$ cat config.mk
export PLATFORM = sky130hd
export DESIGN_NAME = if_fetch_ctrl
export DESIGN_NICKNAME = d
export VERILOG_FILES = /design/src/rtl/if_fetch_ctrl.sv
export SDC_FILE = /design/constraint.sdc
export NUM_CORES = 1
export LEC_CHECK = 0
export BUFFER_PORTS_ARGS = -buffer_cell sky130_fd_sc_hd__buf_2
export CAP_MARGIN = 10
export CORE_AREA = 2 2 151 153
export CTS_BUF_LIST = sky130_fd_sc_hd__clkbuf_8
export CTS_CLUSTER_DIAMETER = 150
export DETAILED_ROUTE_END_ITERATION = 6
export DIE_AREA = 0 0 153 155
export PLACE_DENSITY_LB_ADDON = 0.3
export SKIP_CTS_REPAIR_TIMING = 1
export SYNTH_ARGS = -nofsm -noshare
export SYNTH_HDL_FRONTEND = slang
export SYNTH_SLANG_ARGS = --single-unit
$ cat constraint.sdc
create_clock -name clk -period 5.9 [get_ports clk]
set_input_delay 0.59 -clock clk [delete_from_list [all_inputs] [get_ports clk]]
set_output_delay 0.59 -clock clk [all_outputs]
set_load 0.02 [all_outputs]
$ cat src/rtl/if_fetch_ctrl.sv
// ---------------------------------------------------------------------------
// if_fetch_ctrl
//
// Instruction-fetch sequencer for the RV32 core. Owns the program counter,
// issues one outstanding word request at a time to instruction memory over a
// req/ack handshake, and buffers returned instructions (tagged with their PC)
// in a small registered FIFO toward decode. Branch/trap redirects flush the
// FIFO and restart fetch; a fetch already in flight when a redirect arrives
// is completed on the bus but its data is thrown away. A wrapping counter
// tracks every fetch whose data was actually kept.
//
// Ports:
//   clk             core clock
//   rst_n           asynchronous active-low reset
//   mem_req_o       fetch request (high while a request is outstanding)
//   mem_addr_o      word-aligned fetch address, stable until the ack cycle
//   mem_ack_i       request accepted, mem_rdata_i valid this cycle
//   mem_rdata_i     fetched instruction word
//   redirect_i      flush and restart at redirect_addr_i
//   redirect_addr_i new PC (low two bits ignored)
//   if_valid_o      FIFO head valid
//   if_instr_o      head instruction (0 when empty)
//   if_pc_o         head PC (0 when empty)
//   if_ready_i      decode consumes the head when if_valid_o & if_ready_i
//   fetch_cnt_o     number of accepted (non-squashed) fetches, wrapping
// ---------------------------------------------------------------------------
module if_fetch_ctrl #(
  parameter int unsigned       XLEN         = 32,
  parameter logic [XLEN-1:0]   IF_BASE_ADDR = 32'h1000_0000,
  parameter logic [XLEN-1:0]   IF_MAX_ADDR  = 32'h1000_3FFF,
  parameter int unsigned       IF_INC       = 4,
  parameter int unsigned       FIFO_DEPTH   = 2,
  parameter int unsigned       PERF_CNT_LEN = 64
) (
  input  logic                    clk,
  input  logic                    rst_n,
  output logic                    mem_req_o,
  output logic [XLEN-1:0]         mem_addr_o,
  input  logic                    mem_ack_i,
  input  logic [XLEN-1:0]         mem_rdata_i,
  input  logic                    redirect_i,
  input  logic [XLEN-1:0]         redirect_addr_i,
  output logic                    if_valid_o,
  output logic [XLEN-1:0]         if_instr_o,
  output logic [XLEN-1:0]         if_pc_o,
  input  logic                    if_ready_i,
  output logic [PERF_CNT_LEN-1:0] fetch_cnt_o
);

  localparam int unsigned PTR_W = (FIFO_DEPTH > 1) ? $clog2(FIFO_DEPTH) : 1;
  localparam int unsigned CNT_W = PTR_W + 1;

  // FETCH keeps the data of the outstanding request, FLUSH discards it.
  typedef enum logic [1:0] {
    ST_IDLE  = 2'd0,
    ST_FETCH = 2'd1,
    ST_FLUSH = 2'd2
  } state_t;

  state_t state_q, state_d;

  logic [XLEN-1:0]         pc_q;
  logic [XLEN-1:0]         tgt_q;
  logic [PERF_CNT_LEN-1:0] fetch_cnt_q;

  logic [XLEN-1:0]  fifo_pc    [FIFO_DEPTH];
  logic [XLEN-1:0]  fifo_instr [FIFO_DEPTH];
  logic [PTR_W-1:0] rd_ptr_q, wr_ptr_q;
  logic [CNT_W-1:0] count_q;

  logic             push;
  logic             pop;
  logic [CNT_W-1:0] occ_after;
  logic             space_ok;
  logic [XLEN-1:0]  redirect_tgt;
  logic [XLEN:0]    pc_inc;
  logic [XLEN-1:0]  pc_seq;

  // ---------------------------------------------------------------------
  // Shared combinational helpers
  // ---------------------------------------------------------------------

  // Redirect targets are forced to a word boundary; no range check.
  assign redirect_tgt = redirect_addr_i & ~XLEN'(3);

  // Sequential successor computed one bit wider so that an address near the
  // top of the 32-bit space also wraps back to the base instead of rolling
  // over to a small value.
  assign pc_inc = {1'b0, pc_q} + (XLEN+1)'(IF_INC);
  assign pc_seq = (pc_inc > {1'b0, IF_MAX_ADDR}) ? IF_BASE_ADDR : pc_inc[XLEN-1:0];

  // Only a kept fetch pushes; an ack that coincides with a redirect is dropped.
  assign push = (state_q == ST_FETCH) && mem_ack_i && !redirect_i;
  assign pop  = if_valid_o && if_ready_i;

  // Occupancy after this edge decides whether another request may go out.
  // A redirect empties the FIFO, so space is always available after one.
  assign occ_after = redirect_i ? '0 : (count_q + CNT_W'(push) - CNT_W'(pop));
  assign space_ok  = (occ_after < CNT_W'(FIFO_DEPTH));

  // ---------------------------------------------------------------------
  // FSM: state register
  // ---------------------------------------------------------------------
  always_ff @(posedge clk or negedge rst_n) begin
    if (!rst_n) begin
      state_q <= ST_IDLE;
    end else begin
      state_q <= state_d;
    end
  end

  // ---------------------------------------------------------------------
  // FSM: next-state logic
  // ---------------------------------------------------------------------
  always_comb begin
    state_d = state_q;
    unique case (state_q)
      ST_IDLE: begin
        if (space_ok) begin
          state_d = ST_FETCH;
        end
      end
      ST_FETCH: begin
        // With an ack the request completes; keep streaming only while the
        // FIFO can still absorb another word. Without an ack a redirect
        // cannot cancel the bus request, so it is turned into a flush.
        if (mem_ack_i) begin
          state_d = space_ok ? ST_FETCH : ST_IDLE;
        end else if (redirect_i) begin
          state_d = ST_FLUSH;
        end
      end
      ST_FLUSH: begin
        if (mem_ack_i) begin
          state_d = ST_FETCH;
        end
      end
      default: begin
        state_d = ST_IDLE;
      end
    endcase
  end

  // ---------------------------------------------------------------------
  // FSM: outputs
  // ---------------------------------------------------------------------
  always_comb begin
    mem_req_o = 1'b0;
    unique case (state_q)
      ST_FETCH, ST_FLUSH: mem_req_o = 1'b1;
      default:            mem_req_o = 1'b0;
    endcase
  end

  assign mem_addr_o = pc_q;

  // ---------------------------------------------------------------------
  // PC and latched redirect target.
  // The PC only moves when no request is outstanding or on the ack cycle,
  // which keeps mem_addr_o stable for the whole handshake. A redirect that
  // arrives mid-request parks its target in tgt_q (last one wins) until the
  // squashed request finishes.
  // ---------------------------------------------------------------------
  always_ff @(posedge clk or negedge rst_n) begin
    if (!rst_n) begin
      pc_q  <= IF_BASE_ADDR;
      tgt_q <= IF_BASE_ADDR;
    end else begin
      unique case (state_q)
        ST_IDLE: begin
          if (redirect_i) begin
            pc_q <= redirect_tgt;
          end
        end
        ST_FETCH: begin
          if (mem_ack_i) begin
            pc_q <= redirect_i ? redirect_tgt : pc_seq;
          end else if (redirect_i) begin
            tgt_q <= redirect_tgt;
          end
        end
        ST_FLUSH: begin
          if (mem_ack_i) begin
            pc_q <= redirect_i ? redirect_tgt : tgt_q;
          end else if (redirect_i) begin
            tgt_q <= redirect_tgt;
          end
        end
        default: begin
          pc_q <= pc_q;
        end
      endcase
    end
  end

  // ---------------------------------------------------------------------
  // Accepted-fetch counter, wraps naturally at its width.
  // ---------------------------------------------------------------------
  always_ff @(posedge clk or negedge rst_n) begin
    if (!rst_n) begin
      fetch_cnt_q <= '0;
    end else if (push) begin
      fetch_cnt_q <= fetch_cnt_q + PERF_CNT_LEN'(1);
    end
  end

  assign fetch_cnt_o = fetch_cnt_q;

  // ---------------------------------------------------------------------
  // FIFO pointers and occupancy. Depth is a power of two so the pointers
  // wrap on their own. A redirect wins over a same-cycle pop: whatever was
  // popped is consumed and the FIFO simply ends up empty.
  // ---------------------------------------------------------------------
  always_ff @(posedge clk or negedge rst_n) begin
    if (!rst_n) begin
      rd_ptr_q <= '0;
      wr_ptr_q <= '0;
      count_q  <= '0;
    end else if (redirect_i) begin
      rd_ptr_q <= '0;
      wr_ptr_q <= '0;
      count_q  <= '0;
    end else begin
      if (push) begin
        wr_ptr_q <= wr_ptr_q + PTR_W'(1);
      end
      if (pop) begin
        rd_ptr_q <= rd_ptr_q + PTR_W'(1);
      end
      count_q <= count_q + CNT_W'(push) - CNT_W'(pop);
    end
  end

  // FIFO storage; contents are don't-care while the slot is not occupied,
  // so no reset is needed here.
  always_ff @(posedge clk) begin
    if (push) begin
      fifo_pc[wr_ptr_q]    <= pc_q;
      fifo_instr[wr_ptr_q] <= mem_rdata_i;
    end
  end

  // Head outputs are forced to zero when empty so stale slots never leak.
  assign if_valid_o = (count_q != '0);
  assign if_instr_o = if_valid_o ? fifo_instr[rd_ptr_q] : '0;
  assign if_pc_o    = if_valid_o ? fifo_pc[rd_ptr_q]    : '0;

  // The space rule must make a push into a full, non-draining FIFO impossible.
`ifndef SYNTHESIS
  fifo_no_overflow : assert property (@(posedge clk) disable iff (!rst_n)
    push |-> ((count_q < CNT_W'(FIFO_DEPTH)) || pop));
`endif

endmodule
==> results of run 1 <==
path summary, 6_finish.rpt:
kind,to,cells after the start,slack [ns]
min in group clk,fifo_instr[0][2],1,0.23
setup reg to reg,mem_addr_o[0],8,1.95
hold / removal,tgt_q[17],1,0.1
max in group asynchronous,fetch_cnt_o[53],2,4.63
setup / recovery,mem_addr_o[0],8,1.95
hold reg to reg,fetch_cnt_o[63],1,0.47
power by group through the flow:
stage / Sequential (mW) / Clock (mW) / Combinational [mW]
floorplan: 2.74 / 0 / 1.81
global placement: 2.75 / 0 / 2.55
detailed placement: 2.79 / 0 / 2.61
CTS: 2.75 / 1.65 / 2.62
global route: 2.82 / 1.74 / 2.85
finish: 2.76 / 1.62 / 2.62
logic make-up (layout without fill, tap and decap cells):
family,after synthesis,after routing,share of synthesized area
other,0,2,0
AO/OA/AOI/OAI,171,171,0.0899
flip-flops,262,262,0.573
buffers and inverters,84,345,0.0261
XOR/XNOR,71,71,0.0495
AND/OR/NAND/NOR,385,385,0.152
adder cells (fa/ha/maj),9,9,0.00896
multiplexers,120,120,0.101
layout by cell type (no fill, tap or decap), drive strengths merged, types with 4 or more instances in the layout:
cell type / instances
o31ai: 7
edfxtp: 128
mux2i: 67
nand2: 95
nor2: 113
mux2: 53
a22o: 9
nand4: 20
or3: 6
o21ai: 59
buf: 242
nand3: 42
nor4: 26
and2: 11
o221ai: 8
inv: 45
ha: 9
a221oi: 8
dfrtp: 132
and4: 9
and3: 13
nand2b: 5
a211oi: 4
a21oi: 29
clkbuf: 50
o2111ai: 6
a31oi: 5
or4: 9
xnor2: 45
o22ai: 11
nor3: 24
xor2: 26
flip-flops by register name, indices dropped and copies added (netlist names):
name,cells
fetch_cnt_o,64
fifo_instr,64
fifo_pc,64
mem_addr_o,32
tgt_q,32
count_q,2
state_q,2
rd_ptr_q,1
wr_ptr_q,1
area by class of cell:
class / instances / area, µm² / area share
flip-flops and latches: 262 / 7200 / 0.484
multi-input cells: 756 / 5070 / 0.341
repair buffers: 242 / 1250 / 0.0842
clock buffers: 50 / 688 / 0.0463
well taps: 285 / 357 / 0.0240
clock inverters: 29 / 211 / 0.0142
inverters: 24 / 90.1 / 0.00606
diodes: 2 / 5.00 / 0.000336
worst max-delay path, delay by kind of cell, from the launching register on:
kind	cells	cell delay, ns
AOI/OAI and AO/OA	2	0.50
DFF	1	0.57
buffers and inverters	1	0.14
adders and majority gates	1	0.44
and+or+nand+nor	3	1.82
muxes	1	0.35
per-layer routing:
metal  global-route usage  share of wire  wire, µm  up-vias
li1                     -              -         -     4514
met1                0.336           0.42     12800     4677
met2                0.396           0.46     13900      435
met3               0.0680          0.090      2710       60
met4               0.0811          0.024       725        4
met5                    0        0.00066        20        -
per-stage QoR:
stage | cell area, µm² | cells | hold WS (ns) | setup slack [ns]
floorplan | 12600 | 1102 | 0.294 | 1.63
global placement | 14000 | 1569 | 0.461 | 2.12
detailed placement | 14000 | 1569 | 0.472 | 2.07
CTS | 14900 | 1648 | 0.119 | 2.06
global route | 14900 | 1650 | 0.149 | 1.74
finish | 14900 | 1650 | 0.0980 | 1.95
==> impl_metrics.ini, run 1 <==
[worst_setup_path]
setup.worst_path.start = mem_addr_o[2]
critPathLaunchType = flip-flop
crit_required_ns = 6.33
slowest_delay_ns = 0.73
worstSetupEndpointType = flip-flop
r2r_start = mem_addr_o[2]
cp_max_fo = 16
path_cells = ha_1 -> inv_1 -> or4_1 -> o31ai_1 -> nand3_1 -> nor3_2 -> a211oi_2 -> mux2_1
crit_arrival_ns = 4.38
worstSetupPathType = flip-flop to flip-flop
cp_slowest_cell = or4_1

[yosys]
synth.distinct_cells = 65
synth_seq_cells = 262
netlist_area_um2 = 12600
synthArstFlopShare = 0.511
syn_inst = 1102
synth_ff_type = dfrtp_1
yosysTopAreaCell = edfxtp_1
ys.warnings.count = 0
synth_edf_count = 128
yosysSeqAreaShare = 0.573
avgSynthCellArea_um2 = 11.4
synth_top_cells_by_area = edfxtp_1, dfrtp_1, mux2i_1
synth_common_cells = dfrtp_1, edfxtp_1, nor2_1
yosysMostFrequentCell = dfrtp_1
synth_top_cell_area_share = 0.306
syn_nets = 1180

[drt]
routedWlPerCell_um = 18.3
via_per_inst = 5.87
drt-total-wl_um = 30200
vias = 9690
post-route-drc-count = 0
drt-initial-drc-count = 686
antenna_left = 0
first_pass_iters = 5

[status]
status = finished, final reports clean

[die]
start_util = 0.565
num_rows = 55
die-area_um2 = 23700
core_area_um2 = 22200
die_y_um = 155
fp.dieW_um = 153
ios = 231

[global_routing]
grt_max_degree = 81
grt_overflow = 0
antenna_found_initial = 5
track_usage = 0.249
first_global_vias = 9247
grt_pass1_wl_um = 47900

[timing]
rsz0062_at_grt = no
finalSetupTns_ns = 0
fmax_mhz = 253
hold_viol_final = 0
finalCritPeriodShare = 0.670
slew_headroom = 0.259
finalMaxSlewViolations = 0
fin_crit_ns = 3.95
setup_viol = 0
clock_skew_ns = 0.0190
tightest_slew_ns = 1.11

[power]
power_mw = 7.00
comb_power_share = 0.374
swShare = 0.398
seq_power_share = 0.395
intPower_mw = 4.22
clockPowerShare = 0.231
switchingPower_mw = 2.79
peakVddDrop_v = 0.000283
p_leak_nw = 6.27
pwr_density_cell_nw_per_um2 = 471

[layout]
drive_above_1_share = 0.274
fin_util = 0.669
fillCellCount = 1688
fin_nets = 1407
syn2layout_area_growth_pct = 18.4

[placed_design]
io_buffers = 228
gp_congestion = 0.912
dp_hpwl_um = 20100

[cts]
ctsHtreeMaxLevel = 2
clk_pin_slew_ns = 0.07
clockBufferDepth = 3
cts_made_buffers = 43
worstSkewPairLatency_ns = 0.55
cts.sinks = 262
cts_tree = built
cts_root_buf = clkbuf_8

[worst_hold_path]
hold_path_class = input port to asynchronous set/reset pin

[flow_run]
drv_cap = 0
Power figures use the tool's default switching activity.
==> run 2: changes to the inputs <==
Settings changed: CORE_AREA 2 2 151 153 to 2 2 159 161, DIE_AREA 0 0 153 155 to 0 0 161 163.
Clock period 5.9 ns to 3.3 ns, I/O delays scaled along.
==> impl_metrics.ini, run 2 (synthesized netlist as in run 1, its figures left out) <==
[status]
status = finished, final reports clean

[layout]
multiInputGateArea_um2 = 5070
syn2layout_area_growth_pct = 24.3
mostFrequentLayoutCell = buf_2
final-seq-area_um2 = 7200
fin_nets = 1482
fillCellCount = 1973
finalInstanceArea_um2 = 15600
mostFrequentLayoutCells = buf_2, dfrtp_1, edfxtp_1
drive_above_1_share = 0.287
fin_util = 0.633

[timing]
hold_viol_final = 0
fin_crit_ns = 3.09
tightest_slew_ns = 0.852
clock_skew_ns = 0.0225
rsz0062_at_grt = no
setup_ws_ns = 0.214
finalMaxSlewViolations = 0
fmax_mhz = 324
finalCritPeriodShare = 0.935
slew_headroom = 0.431
whs_ns = 0.0284
setup_viol = 0

[power]
switchingPower_mw = 5.13
intPower_mw = 7.78
pwr_density_cell_nw_per_um2 = 827
power_mw = 12.9
p_leak_nw = 6.62
comb_power_share = 0.415
swShare = 0.397
clockPowerShare = 0.225
seq_power_share = 0.360
peakVddDrop_v = 0.000463

[cts]
cts_tree = built
clockBufferDepth = 3
ctsHtreeMaxLevel = 2
cts.sinks = 262
worstSkewPairLatency_ns = 0.56
clk_pin_slew_ns = 0.06
cts_made_buffers = 45
cts_root_buf = clkbuf_8

[die]
die-area_um2 = 26200
num_rows = 58
fp.dieW_um = 161
die_y_um = 163
core_area_um2 = 24700
start_util = 0.509
ios = 231

[global_routing]
track_usage = 0.238
first_global_vias = 9507
grt_overflow = 0
grt_max_degree = 84
grt_pass1_wl_um = 50100
antenna_found_initial = 4

[placed_design]
io_buffers = 228
dp_hpwl_um = 21500
gp_congestion = 0.957
dpl_worst_slack_ns = 0.297
post_dp_cell_area_um2 = 14400

[worst_setup_path]
worstSetupEndpointType = flip-flop
worstSetupPathType = flip-flop to flip-flop
slowest_delay_ns = 0.73
cp_slowest_cell = or4_1
critPathLaunchType = flip-flop
crit_arrival_ns = 3.54
crit_required_ns = 3.75
cp_max_fo = 14
path_cells = nand3_2 -> or4_1 -> o21a_1 -> a211o_1 -> a2111oi_4 -> buf_4 -> a21oi_2 -> o31ai_1

[drt]
post-route-drc-count = 0
wl_met3_um = 2660
drt-total-wl_um = 32100
top_layer_used = met5
antenna_left = 0
drt-initial-drc-count = 748
routedWlPerCell_um = 18.1
vias = 9928
wl_met2_um = 14700
via_per_inst = 5.61
wl_met1_um = 13900
first_pass_iters = 5

[flow_run]
drv_cap = 0

[worst_hold_path]
hold_path_class = input port to flip-flop
-- run 2: worst max-delay path: cells and delay by family (launching register included) --
kind | cells | cell delay, ns
compound gates | 5 | 1.34
simple gates | 2 | 0.96
flops | 1 | 0.38
buf+inv | 1 | 0.29
-- run 2: power groups by stage --
stage                     Clock (mW)  Sequential [mW]  Combinational [mW]
after global routing            3.13             4.72                5.84
after floorplan                    0             4.90                3.24
final                           2.91             4.65                5.36
after global placement             0             4.67                5.19
after detailed placement           0             4.70                5.27
after CTS                       2.98             4.64                5.29
-- run 2: area by class of cell --
class,count,share of cell area
Clock buffer,53,0.0467
Antenna cell,3,0.000481
Timing Repair Buffer,315,0.123
Tap cell,330,0.0264
Multi-Input combinational cell,756,0.325
Clock inverter,28,0.0119
Inverter,24,0.00577
Sequential cell,262,0.461
-- run 2: path summary, 6_finish.rpt --
path	slack (ns)	startpoint	cells past startpoint	end
max	0.21	mem_addr_o[8]	8	mem_addr_o[10]
min	0.03	redirect_addr_i[29]	2	tgt_q[29]
min reg2reg	0.47	fetch_cnt_o[63]	1	fetch_cnt_o[63]
max in group asynchronous	2.12	rst_n	3	fetch_cnt_o[41]
max reg2reg	0.21	mem_addr_o[8]	8	mem_addr_o[10]
min in group asynchronous	0.39	rst_n	2	mem_addr_o[0]
-- run 2: through the flow --
step,setup TNS [ns],instances
after detailed placement,0,1654
after floorplan,-123.79,1102
after CTS,0,1735
after global placement,0,1654
final,0,1771
after global routing,0,1769
-- run 2: per-layer routing --
layer	vias to the layer above	GRT usage
met3	62	0.0573
met1	4767	0.330
li1	4661	-
met2	434	0.370
met5	-	0
met4	4	0.0795
